===== src/rtl/shreg_ctrl.sv =====
// shreg_ctrl: round-robin arbiter that shares one WIDTH-bit LED shift register
// between two byte requesters. The granted word is captured into a shadow
// register, shifted out on sin at one bit every DIV clocks (qualified by
// sh_en), and followed by a one-cycle latch pulse plus a done pulse back to
// the granted requester.
//
// Build option: define SHREG_CTRL_LSB_FIRST_EN to send bits LSB first.
// Without it (default) bits leave MSB first. Timing, handshake and
// arbitration are the same in both builds.
module shreg_ctrl #(
    parameter int WIDTH = 8,
    parameter int DIV   = 4
) (
    input  logic             clk,
    input  logic             rst_n,
    input  logic [1:0]       req,
    input  logic [WIDTH-1:0] data0,
    input  logic [WIDTH-1:0] data1,
    output logic [1:0]       gnt,
    output logic [1:0]       done,
    output logic             sin,
    output logic             sh_en,
    output logic             latch,
    output logic             busy
);

    // Bit counter only needs to reach WIDTH-1; the transfer ends on that bit.
    localparam int CNT_W = (WIDTH > 1) ? $clog2(WIDTH) : 1;
    // Prescaler is sized for the full DIV range of 1..65535.
    localparam int PRE_W = 16;
    localparam logic [PRE_W-1:0] PRE_RELOAD = PRE_W'(DIV - 1);
    localparam logic [CNT_W-1:0] CNT_LAST   = CNT_W'(WIDTH - 1);

    typedef enum logic [1:0] {
        ST_IDLE  = 2'd0,
        ST_SHIFT = 2'd1,
        ST_LATCH = 2'd2
    } state_t;

    state_t            state_q, state_d;
    logic [WIDTH-1:0]  shadow_q, shadow_d;
    logic [CNT_W-1:0]  cnt_q, cnt_d;
    logic [PRE_W-1:0]  pre_q, pre_d;
    logic              ptr_q, ptr_d;      // index of the last granted requester
    logic [1:0]        gnt_q, gnt_d;
    logic [1:0]        done_q, done_d;
    logic              latch_q, latch_d;
    logic              busy_q, busy_d;

    logic              shift_now;         // this cycle carries a bit to the register
    logic              winner;            // arbitration result in IDLE
    logic [WIDTH-1:0]  shadow_shifted;

    // Arbitration: a lone request wins; on a tie the requester that was not
    // granted last time wins, so two persistent requesters alternate.
    always_comb begin
        winner = 1'b0;
        case (req)
            2'b01:   winner = 1'b0;
            2'b10:   winner = 1'b1;
            2'b11:   winner = ~ptr_q;
            default: winner = 1'b0;
        endcase
    end

    // Shift the shadow one place toward the serial output, filling with zero
    // so that sin naturally reads 0 once the word has gone out.
    always_comb begin
`ifdef SHREG_CTRL_LSB_FIRST_EN
        shadow_shifted = {1'b0, shadow_q[WIDTH-1:1]};
`else
        shadow_shifted = {shadow_q[WIDTH-2:0], 1'b0};
`endif
    end

    // Bit strobe is decoded straight from state and prescaler so it lines up
    // with the current head of the shadow register.
    always_comb begin
        shift_now = (state_q == ST_SHIFT) && (pre_q == '0);
    end

    // Next-state and registered-output logic for the IDLE/SHIFT/LATCH sequence.
    always_comb begin
        state_d  = state_q;
        shadow_d = shadow_q;
        cnt_d    = cnt_q;
        pre_d    = pre_q;
        ptr_d    = ptr_q;
        busy_d   = busy_q;
        gnt_d    = 2'b00;
        done_d   = 2'b00;
        latch_d  = 1'b0;

        case (state_q)
            ST_IDLE: begin
                if (req != 2'b00) begin
                    gnt_d    = winner ? 2'b10 : 2'b01;
                    shadow_d = winner ? data1 : data0;
                    ptr_d    = winner;
                    pre_d    = PRE_RELOAD;
                    cnt_d    = '0;
                    busy_d   = 1'b1;
                    state_d  = ST_SHIFT;
                end
            end

            ST_SHIFT: begin
                if (!shift_now) begin
                    pre_d = pre_q - PRE_W'(1);
                end else begin
                    shadow_d = shadow_shifted;
                    pre_d    = PRE_RELOAD;
                    if (cnt_q == CNT_LAST) begin
                        // Last bit is leaving: present latch/done next cycle.
                        cnt_d   = '0;
                        latch_d = 1'b1;
                        done_d  = ptr_q ? 2'b10 : 2'b01;
                        state_d = ST_LATCH;
                    end else begin
                        cnt_d = cnt_q + CNT_W'(1);
                    end
                end
            end

            ST_LATCH: begin
                // Always spend one IDLE cycle before the next grant.
                busy_d  = 1'b0;
                state_d = ST_IDLE;
            end

            default: begin
                busy_d  = 1'b0;
                state_d = ST_IDLE;
            end
        endcase
    end

    // State and output registers; reset aborts any transfer in flight.
    always_ff @(posedge clk or negedge rst_n) begin
        if (!rst_n) begin
            state_q  <= ST_IDLE;
            shadow_q <= '0;
            cnt_q    <= '0;
            pre_q    <= '0;
            ptr_q    <= 1'b1;
            gnt_q    <= 2'b00;
            done_q   <= 2'b00;
            latch_q  <= 1'b0;
            busy_q   <= 1'b0;
        end else begin
            state_q  <= state_d;
            shadow_q <= shadow_d;
            cnt_q    <= cnt_d;
            pre_q    <= pre_d;
            ptr_q    <= ptr_d;
            gnt_q    <= gnt_d;
            done_q   <= done_d;
            latch_q  <= latch_d;
            busy_q   <= busy_d;
        end
    end

    // Serial head of the shadow register.
    always_comb begin
`ifdef SHREG_CTRL_LSB_FIRST_EN
        sin = shadow_q[0];
`else
        sin = shadow_q[WIDTH-1];
`endif
    end

    assign sh_en = shift_now;
    assign gnt   = gnt_q;
    assign done  = done_q;
    assign latch = latch_q;
    assign busy  = busy_q;

endmodule


===== config.mk =====
export PLATFORM = sky130hd
export DESIGN_NAME = shreg_ctrl
export DESIGN_NICKNAME = d
export VERILOG_FILES = /design/src/rtl/shreg_ctrl.sv
export SDC_FILE = /design/constraint.sdc
export NUM_CORES = 1
export LEC_CHECK = 0
export ABC_AREA = 1
export CORE_UTILIZATION = 50
export DETAILED_ROUTE_END_ITERATION = 10
export PLACE_DENSITY = 0.74
export SETUP_SLACK_MARGIN = 0.02
export SYNTH_ARGS = -nofsm -noshare
export SYNTH_HDL_FRONTEND = slang
export SYNTH_SLANG_ARGS = --single-unit

===== constraint.sdc =====
create_clock -name clk -period 3.3 [get_ports clk]
set_input_delay 0.66 -clock clk [delete_from_list [all_inputs] [get_ports clk]]
set_output_delay 0.66 -clock clk [all_outputs]
set_load 0.1 [all_outputs]

==> results.py <==
metrics = {
    "final_layout": {
        "nets": 319,
        "layout.cells.non_filler": 345,
        "diodes": 0,
        "area_growth_pct": 18.0,
        "final_util_pct": 63.8,
        "drive_gt1_share_pct": 16.2,
        "fill_cells": 357,
    },
    "yosys": {
        "synth_area_leaders": "dfrtp_1, nand2_1, nor2_1",
        "yosys.cell_types.count": 28,
        "yosysSeqAreaShare_pct": 44.0,
        "ys.flop_type": "dfrtp_1",
        "synth_area_leader_cell": "dfrtp_1",
        "synth_edf_count": 0,
        "ys_ff_latch": 36,
        "syn_area_sq_mm": 0.00205,
        "syn-instance-count": 267,
        "synth_warnings": 0,
        "avgSynthCellArea_sq_um": 7.69,
        "synth_nets": 290,
        "async_flop_share_pct": 100,
        "synth_top_cell_area_share_pct": 42.7,
    },
    "route": {
        "wirelength_um": 4080,
        "antenna_left": 0,
        "drcViolationCount": 0,
        "wl_per_cell_um": 11.8,
        "dr.pass1.iters": 4,
        "drtIter0Drc": 117,
        "vias": 1708,
        "vias_per_cell": 4.95,
    },
    "sta": {
        "finalCriticalPeriod_ns": 2.44,
        "slew-limit-headroom_pct": 62.8,
        "fin_crit_sh_pct": 73.9,
        "setup_ws_ns": 0.862,
        "rsz0062_at_grt": "no",
        "setup_viol": 0,
        "tns_ns": 0,
        "tightestPinTransition_ns": 0.558,
        "fin_skew_ns": 0.00591,
        "slew_viol_final": 0,
        "hold_viol": 0,
        "fmax_ghz": 0.410,
    },
    "floorplanning": {
        "design.core.area_sq_mm": 0.00380,
        "design.die.area_sq_mm": 0.00436,
        "std_cell_rows": 22,
        "start_util_pct": 54.0,
        "dieWidth_um": 66.1,
        "die_h_um": 66.1,
        "io-pin-count": 28,
    },
    "run": {
        "maxCapViolations": 0,
    },
    "setup_path": {
        "r2r-start": "pre_q[0]",
        "rrSetupSlack_ns": 1.65,
        "crit_arrival_ns": 1.78,
        "crit_type": "reg2out",
        "crit_path_start_kind": "flip-flop",
        "r2r_cells": 8,
        "critPathCaptureType": "output port",
        "r2r_end": "pre_q[1]",
        "cp.required_ns": 2.64,
        "cp_max_fo": 19,
    },
    "clock_network": {
        "htree_levels": 2,
        "post-cts-setup-buffers": 0,
        "clockBufferDepth": 2,
        "tritoncts": "yes",
        "clk-insertion-delay-late_ns": 0.29,
        "numCtsBuffers": 5,
        "cts_hold_buf": 0,
        "post_cts_resized": 0,
        "cts_sinks": 36,
        "path_clk_slew_ns": 0.07,
        "cts_root_buf": "clkbuf_8",
    },
    "pwr": {
        "power_density_mw_per_mm2": 881,
        "p_leak_nw": 1.28,
        "p_total_mw": 2.13,
        "vdd_drop_max_mv": 0.462,
    },
    "placement": {
        "io_buffers": 27,
        "dp_cells": 337,
        "hpwl_um": 2980,
        "place.gp.congestion": 0.818,
        "pre_cts_slack_ns": 1.01,
    },
    "min_path": {
        "hp-class": "reg2reg",
        "worst_hold_path.num_cells": 2,
        "worstHoldStart": "cnt_q[2]",
        "holdPathEnd": "cnt_q[2]",
    },
    "grt": {
        "grt_overflow": 0,
        "grt_pass1_wl_um": 7210,
        "track_usage_pct": 22.3,
        "grt_pass1_vias": 1672,
        "grt_max_degree": 37,
        "antenna_found_initial": 0,
    },
    "run_status": {
        "status": "complete, no violations",
    },
}
==> worst max-delay path: stages (launching register included) <==
cell	delay (ns)
dfrtp_1	0.39
inv_1	0.09
nand2_2	0.24
inv_1	0.27
nand3_4	0.14
inv_1	0.07
buf_4	0.28
==> cells in the final DEF (no fill, tap or decap) <==
| cell | instances |
|---|---|
| nand2_1 | 84 |
| nor2_1 | 36 |
| dfrtp_1 | 35 |
| inv_1 | 25 |
| nand3_1 | 20 |
| clkdlybuf4s50_1 | 19 |
| nand2_2 | 18 |
| buf_4 | 9 |
| a31oi_1 | 7 |
| xor2_1 | 6 |
| clkbuf_8 | 5 |
| nor2_2 | 4 |
| nand2_4 | 3 |
| nand4_1 | 3 |
| ha_1 | 3 |
| nor2_4 | 2 |
| inv_2 | 2 |
| a21oi_1 | 2 |
| nor3_1 | 2 |
| o21ai_0 | 2 |
| nor2_8 | 1 |
| nand3_4 | 1 |
| nor3b_1 | 1 |
| o211ai_1 | 1 |
| o22ai_1 | 1 |
| nand3b_1 | 1 |
| clkbuf_1 | 1 |
| clkinv_2 | 1 |
| bufinv_16 | 1 |
| dfstp_2 | 1 |
==> state kept, by name, indices dropped and copies added, names as in the netlist <==
signal	flops
shadow_q	8
busy	1
pre_q	16
cnt_q	3
state_q	2
ptr_q	1
gnt	2
done	2
latch	1
==> power by group <==
| part | leakage [nW] | switching [mW] | total, mW | internal (mW) |
|---|---|---|---|---|
| sequential | 0.459 | 0.139 | 0.741 | 0.602 |
| combinational | 0.763 | 0.670 | 1.01 | 0.341 |
| clock | 0.0552 | 0.158 | 0.382 | 0.224 |
==> layout make-up <==
type | count | area [sq um] | share of cell area [%]
clock buffers | 6 | 72.6 | 3.00
inverters | 27 | 101 | 4.18
clock inverters | 2 | 35.0 | 1.45
well taps | 48 | 60.1 | 2.48
flip-flops and latches | 36 | 902 | 37.2
repair buffers | 28 | 258 | 10.6
multi-input cells | 198 | 993 | 41.0
==> worst max-delay path by stage <==
stage	cells after the start	end	slack [ns]	startpoint
finish	6	sh_en	0.86	state_q[1]
floorplan	6	sh_en	1.05	pre_q[0]
detailed placement	8	cnt_q[0]	1.01	req[1]
CTS	6	sh_en	0.87	state_q[1]
global route	7	sh_en	0.76	pre_q[0]
global placement	8	cnt_q[0]	1.06	req[1]
==> cell usage after synthesis (2+ instances only) <==
master,number
a21oi_1,2
a31oi_1,7
buf_2,2
buf_6,2
dfrtp_1,35
ha_1,3
inv_1,25
inv_2,2
nand2_1,84
nand2_2,18
nand2_4,3
nand3_1,20
nand4_1,3
nor2_1,36
nor2_2,4
nor2_4,2
nor3_1,2
o21ai_0,2
xor2_1,6
==> cell families after synthesis <==
logic type                 count (synthesis)  share of synthesized area (%)
and+or+nand+nor                          176                           40.2
xor gates and xnor gates                   6                           2.56
adders and majority gates                  3                           1.83
buffers and inverters                     33                           7.62
AOI/OAI and AO/OA                         13                           3.78
DFF                                       36                           44.0
==> layer usage <==
layer / wire length [um] / GRT usage (%)
met1: 2070 / 30.1
met2: 1800 / 34.3
met3: 146 / 5.69
met4: 72 / 8.78
met5: 0 / 0
==> through the flow <==
stage / hold WS, ns / instance area [sq um]
after detailed placement: 0.477 / 2310
after global routing: 0.518 / 2420
final: 0.491 / 2420
after global placement: 0.466 / 2310
after floorplan: 0.364 / 2050
after CTS: 0.494 / 2420
Note: power is estimated with default switching activity, not from simulation.
